===== config.mk =====
export PLATFORM = sky130hd
export DESIGN_NAME = sobel_tx_serial
export DESIGN_NICKNAME = d
export VERILOG_FILES = /design/src/rtl/sobel_tx_serial.sv
export SDC_FILE = /design/constraint.sdc
export NUM_CORES = 1
export LEC_CHECK = 0
export ABC_CLOCK_PERIOD_IN_PS = 2100
export BUFFER_PORTS_ARGS = -buffer_cell sky130_fd_sc_hd__clkbuf_2
export CORE_MARGIN = 2
export CORE_UTILIZATION = 56
export CTS_CLUSTER_DIAMETER = 40
export DETAILED_ROUTE_END_ITERATION = 10
export PLACE_DENSITY_LB_ADDON = 0.12
export SYNTH_ARGS = -nofsm -noshare
export SYNTH_HDL_FRONTEND = slang
export SYNTH_SLANG_ARGS = --single-unit

===== constraint.sdc =====
create_clock -name clock -period 2.1 [get_ports clock]
set_input_delay 0.105 -clock clock [delete_from_list [all_inputs] [get_ports clock]]
set_output_delay 0.105 -clock clock [all_outputs]
set_load 0.01 [all_outputs]

===== src/rtl/sobel_tx_serial.sv =====
// sobel_tx_serial
// UART 8N1 transmitter answering the Sobel control unit's tx handshake.
// On an accepted tx_partida it latches one byte from the output buffer and
// shifts it out LSB first on saida_serial, then pulses tx_pronto for one cycle.
//
// Ports:
//   clock         system clock, rising edge
//   reset         synchronous, active-high
//   tx_enable     gates acceptance of tx_partida
//   tx_partida    start request, sampled every cycle
//   dados         byte to send, sampled on the accepting edge only
//   saida_serial  UART line, idle high
//   tx_pronto     one-cycle pulse when the frame is complete
//   ocupado       high while a frame is in flight
//   db_estado     debug state code (0..5, 4'hE for an illegal encoding)
module sobel_tx_serial #(
    parameter int unsigned BAUD_DIV  = 434,
    parameter int unsigned DATA_BITS = 8
) (
    input  logic                 clock,
    input  logic                 reset,
    input  logic                 tx_enable,
    input  logic                 tx_partida,
    input  logic [DATA_BITS-1:0] dados,
    output logic                 saida_serial,
    output logic                 tx_pronto,
    output logic                 ocupado,
    output logic [3:0]           db_estado
);

    localparam int unsigned BaudW = $clog2(BAUD_DIV);
    localparam int unsigned BitW  = (DATA_BITS > 1) ? $clog2(DATA_BITS) : 1;
    localparam logic [BaudW-1:0] BaudLast = BaudW'(BAUD_DIV - 1);
    localparam logic [BitW-1:0]  BitLast  = BitW'(DATA_BITS - 1);

    typedef enum logic [2:0] {
        StInicial = 3'd0,
        StEspera  = 3'd1,
        StInicio  = 3'd2,
        StDados   = 3'd3,
        StParada  = 3'd4,
        StFinal   = 3'd5
    } state_e;

    state_e                 state_q, state_d;
    logic [BaudW-1:0]       baud_q, baud_d;
    logic [BitW-1:0]        bit_q, bit_d;
    logic [DATA_BITS-1:0]   shift_q, shift_d;
    logic                   baud_tick;

    // State register and datapath registers
    always_ff @(posedge clock) begin
        if (reset) begin
            state_q <= StInicial;
            baud_q  <= '0;
            bit_q   <= '0;
            shift_q <= '1;
        end else begin
            state_q <= state_d;
            baud_q  <= baud_d;
            bit_q   <= bit_d;
            shift_q <= shift_d;
        end
    end

    assign baud_tick = (baud_q == BaudLast);

    // Next-state and datapath update
    always_comb begin
        state_d = state_q;
        baud_d  = baud_q;
        bit_d   = bit_q;
        shift_d = shift_q;

        case (state_q)
            StInicial: begin
                state_d = StEspera;
                baud_d  = '0;
                bit_d   = '0;
            end
            StEspera: begin
                if (tx_enable && tx_partida) begin
                    state_d = StInicio;
                    shift_d = dados;
                    baud_d  = '0;
                end
            end
            StInicio: begin
                if (baud_tick) begin
                    state_d = StDados;
                    baud_d  = '0;
                    bit_d   = '0;
                end else begin
                    baud_d = baud_q + 1'b1;
                end
            end
            StDados: begin
                if (baud_tick) begin
                    baud_d = '0;
                    // Fill with ones so the register drains to the idle level
                    shift_d = shift_q >> 1;
                    shift_d[DATA_BITS-1] = 1'b1;
                    if (bit_q == BitLast) begin
                        state_d = StParada;
                        bit_d   = '0;
                    end else begin
                        bit_d = bit_q + 1'b1;
                    end
                end else begin
                    baud_d = baud_q + 1'b1;
                end
            end
            StParada: begin
                if (baud_tick) begin
                    state_d = StFinal;
                    baud_d  = '0;
                end else begin
                    baud_d = baud_q + 1'b1;
                end
            end
            StFinal: begin
                state_d = StEspera;
            end
            default: begin
                state_d = StInicial;
                baud_d  = '0;
                bit_d   = '0;
                shift_d = '1;
            end
        endcase
    end

    // Moore outputs decoded from state
    always_comb begin
        saida_serial = 1'b1;
        tx_pronto    = 1'b0;
        ocupado      = 1'b0;
        db_estado    = 4'hE;

        case (state_q)
            StInicial: db_estado = 4'h0;
            StEspera:  db_estado = 4'h1;
            StInicio: begin
                db_estado    = 4'h2;
                saida_serial = 1'b0;
                ocupado      = 1'b1;
            end
            StDados: begin
                db_estado    = 4'h3;
                saida_serial = shift_q[0];
                ocupado      = 1'b1;
            end
            StParada: begin
                db_estado = 4'h4;
                ocupado   = 1'b1;
            end
            StFinal: begin
                db_estado = 4'h5;
                ocupado   = 1'b1;
                tx_pronto = 1'b1;
            end
            default: db_estado = 4'hE;
        endcase
    end

endmodule


-- Yosys cells after proc, flatten, opt, wreduce, memory -nomap -nowiden
Cells that the tools add are included.
- bits in registers: 23
- bits in latches: 0
- RAM bits: 0
- memory bits (read-only): 0
- input bits: 12
- output and inout bits: 7
- logic and storage cells: 52
- memories kept: 0
- add/subtract/negate cells: 2
- multipliers: 0
- divide/modulo/power cells: 0
- order comparisons: 0
- equality and inequality tests: 12
- shift-type cells: 0
- multiplexer cells: 20
- bitwise gates (word level): 3
- reduce and logical (&&, ||, !) cells: 11
- operator list (operator ; number):
    $pmux 9 s3 ; 1
    $mux 3 ; 8
    $pmux 4 s6 ; 1
    $pmux 8 s3 ; 1
    $mux 9 ; 2
    $mux 8 ; 2
    $pmux 3 s5 ; 1
    $ne 2x2->1 const B ; 5
    $add 9x1->9 const B ; 1
    $eq 3x3->1 const B ; 3
    $eq 9x9->1 const B ; 1
    $pmux 3 s3 ; 1
    $reduce_or 4->1 ; 2
    $eq 3x2->1 const B ; 2
    $reduce_and 3->1 ; 2
    $reduce_or 3->1 ; 2
    $reduce_and 5->1 ; 1
    $add 3x1->3 const B ; 1
    $eq 3x1->1 const B ; 1
    $logic_not 3->1 ; 1
    $not 1->1 ; 3
    $mux 1 ; 2
    $pmux 1 s2 ; 1
    $reduce_and 2->1 ; 1
    other kinds (2) ; 2

-- Depth between registers and ports, before layout
- depth in word-level cells: 4
- depth in mapped cells: 7
- gate-level depth less buffers: 6

-- Worst setup path after synthesis
Ideal clock, no wire load.
- path kind: register to register
- start: register state_q[1]
- end: register bit_q[0]
- library setup time: 0.070 ns
- arrival: 1.606 ns
- data required time: 2.030 ns
- slack: 0.424 ns
- stages on the path, launching flop included: 7
- buffers on the path: 1
- clock period less this slack: 1.676 ns
- path through: dfxtp_1 -> buf_4 -> inv_1 -> ha_1 -> nand2b_1 -> or4b_1 -> a21oi_1
- word-level cells in the longest chain between the ends: 4
- elaborated cells on any way between the ends: 11
- those cells by class: 7 x eq/ne; 1 x mux; 1 x bitwise; 2 x reduce/logical
- ends and longest elaborated chain (what ; RTL line ; RTL):
    from (decl) ; 45 ; state_e state_q, state_d;
    from (signal assigned) ; 54 ; state_q <= StInicial;
    from (signal assigned) ; 59 ; state_q <= state_d;
    $eq 3x3->1 or $eq 3x1->1 (tied branches) ; 75 ; case (state_q)
    $reduce_or 3->1 (no source line) ; - ;
    $not 1->1 (no source line) ; - ;
    $reduce_and 3->1 (no source line) ; - ;
    to (signal assigned) ; 61 ; bit_q <= bit_d;
    to (decl) ; 47 ; logic [BitW-1:0] bit_q, bit_d;
Parallel ways exist; a longest one is shown, timed or not.
A chain may end at the register's enable or synchronous reset.

-- Worst setup path after layout
- start: register state_q[1]
- end: register baud_q[7]
- word-level cells in the longest chain between the ends: 3
- elaborated cells on any way between the ends: 10
- those cells by class: 6 x eq/ne; 1 x mux; 1 x bitwise; 2 x reduce/logical
- ends and longest elaborated chain (what ; RTL line ; RTL):
    $eq 3x3->1 (tied with other cells) ; 75 ;
    $reduce_or 3->1 (no source line) (tied with other cells) ; - ;
    $pmux 9 s3 or $reduce_and 2->1 (tied branches) ; - ;
    to (signal assigned) ; 60 ; baud_q <= baud_d;
    to (decl) ; 46 ; logic [BaudW-1:0] baud_q, baud_d;
Parallel ways exist; a longest one is shown, timed or not.

==> qor.yml <==
num_vias: 1253
synth.distinct_cells: 48
r2r_start: "state_q[1]"
drt-total-wl_um: 3054
synth_top_area_share: 0.3321
max_freq_mhz: 541.6
rsz0062_at_grt: "false"
timing.final.ws_setup_ps: 253.6
start_util: 0.5753
max_stage_delay_ps: 590
r2r_setup_slack_ps: 250
cp_max_fo: 12
cts_tree: "done"
track_usage: 0.2382
post-route-period-util: 0.8793
utilization: 0.6282
route.detailed.drc: 0
final-max-slew-violation-count: 0
r2r-end: "baud_q[7]"
multiInputGateArea_um2: 858.3
synth_edf_count: 0
drive_gt1_frac: 0.1966
overflow: 0
min_to: "shift_q[7]"
synth.area.top_cells: "dfxtp_1 33%, ha_1 6.3%, o211ai_1 4.3%, nand3_1 4.0%, o21ai_0 3.6%"
hold_viol: 0
irDropWorstVdd_mv: 0.3479
cts_sinks: 23
insertion_delay_ps: 310
cpMaxStageDelayCell: "dfxtp_1"
vias_per_cell: 6.024
synthArstFlopShare: 0
clk_pin_slew_ps: 130
yosysSeqAreaShare: 0.3321
post_cts_buffers: 0
ioPinCount: 19
pre_cts_slack_ps: 309.9
synth_top_cell_by_area: "dfxtp_1"
post_cts_resized: 0
max-clock-path-buffers: 2
die_height_um: 53.76
finalSetupViolCount: 0
yosysMostFrequentCell: "dfxtp_1"
ys.flop_type: "dfxtp_1"
antenna_left: 0
required_ps: 2360
skew_ps: 3.624
syn_nets: 180
critical_path.top_delay_family: "simple AND/OR/NAND/NOR gates"
drt_iter0_markers: 31
critPathKind: "flop to flop"
holdBufCountCts: 0
crit_buf_inv: 0
area_growth_pct: 9.206
core_area_mm2: 0.002410
leakagePower_nw: 0.6109
ys_seq_elements: 23
synthCells: 161
yosysWarnings: 0
port_buffers: 18
wl_per_cell_um: 14.68
antenna_found_initial: 0
grt_pass1_wl_um: 5078
hold_class: "input pin to flop"
status: "completed"
fillers: 207
dieArea_mm2: 0.002890
period_minus_slack_ps: 1846
avgSynthCellArea_um2: 8.611
nets: 198
hpwlAfterDp_um: 2253
num_rows: 18
grt_pass1_vias: 1165
synthTopCellsByCount: "23 x dfxtp_1, 13 x nor2_1, 11 x nand3_1, 10 x o21ai_0"
diodes: 0
cellPowerDensity_mw_per_mm2: 542.9
numCtsBuffers: 3
critPathCaptureType: "flop"
crit_chain: "nor2b_2, o22ai_1, or4_4, a31oi_2"
hold_path.startpoint: "dados[7]"
htree_levels: 1
clockRootBuffer: "clkbuf_4"
cap_violations: 0
holdPathStages: 3
setup_tns_ps: 0
tightestPinTransition_ps: 472.6
drt_first_pass_iters: 4
reg2regPathDepth: 4
maxSlewHeadroom: 0.6845
regArea_um2: 460.4
syn_area_mm2: 0.001386
start_kind: "flop"
gp_congestion: 0.8178
die_width_um: 53.76
grt_max_degree: 15
critPathArrivalTime_ps: 2100
[per-stage QoR]
step,area [um2],total power [mW],instances,hold WS [ps]
after detailed placement,1484,0.6195,204,393.0
after global placement,1484,0.6135,204,382.5
after global routing,1514,0.8747,208,69.05
after floorplan,1386,0.5796,161,271.2
after CTS,1514,0.8346,208,50.32
final,1514,0.8219,208,62.63
[cell type report]
type                            instances  area share
Timing Repair Buffer                   19     0.06446
Clock inverter                          1    0.004959
Inverter                                8     0.01983
Sequential cell                        23      0.3041
Tap cell                               30     0.02479
Multi-Input combinational cell        124      0.5669
Clock buffer                            3     0.01488
[cell usage in the layout, fill, tap and decap left out, types with 3 or more instances in the layout]
cell and n:
inv_1 8, nand3_1 11, nor3_1 4, a21oi_1 5, o21ai_0 10, clkbuf_2 18, or2_2 4, clkbuf_4 3
dfxtp_1 23, or3_1 3, xor2_1 3, o22ai_1 8, nand2_1 7, o211ai_1 8, nor2_1 13, a211oi_1 5
ha_1 7
[layer usage]
metal	vias to the layer above	track usage	share of wire
met4	0	0.1026	0.010
met2	20	0.4004	0.49
met1	595	0.3032	0.47
met5	-	0	0
li1	634	-	-
met3	4	0.03056	0.027
[state kept, by name (all words and copies together), names as in the netlist]
register	count
bit_q	3
shift_q	8
state_q	3
baud_q	9
[how the worst max path moves through the flow]
stage                          start           end  slack [ps]  cells after the start
final                     state_q[1]     baud_q[7]         250                      4
after global routing      state_q[2]      bit_q[0]         140                      4
after CTS                 state_q[1]  db_estado[0]         280                      4
after detailed placement  state_q[1]     baud_q[7]         310                      4
after global placement    state_q[2]      bit_q[0]         370                      4
after floorplan           state_q[1]      bit_q[0]         420                      6
[worst min-delay path: stages]
cell and delay [ps]:
clkbuf_2 80, a211oi_1 40, o21ai_0 120
[kinds of logic after synthesis]
kind of cell,Yosys count,synth area share
fa+ha+maj,8,0.07039
flops,23,0.3321
simple gates,64,0.2879
compound gates,47,0.2292
buf+inv,14,0.04873
xor+xnor,5,0.03159
[power breakdown]
| group | internal (mW) | switching, mW | total [mW] |
|---|---|---|---|
| combinational | 0.0577 | 0.0794 | 0.137 |
| clock | 0.0726 | 0.139 | 0.211 |
| sequential | 0.452 | 0.0217 | 0.474 |
| total | 0.582 | 0.240 | 0.822 |
Power figures use the tool's default switching activity.
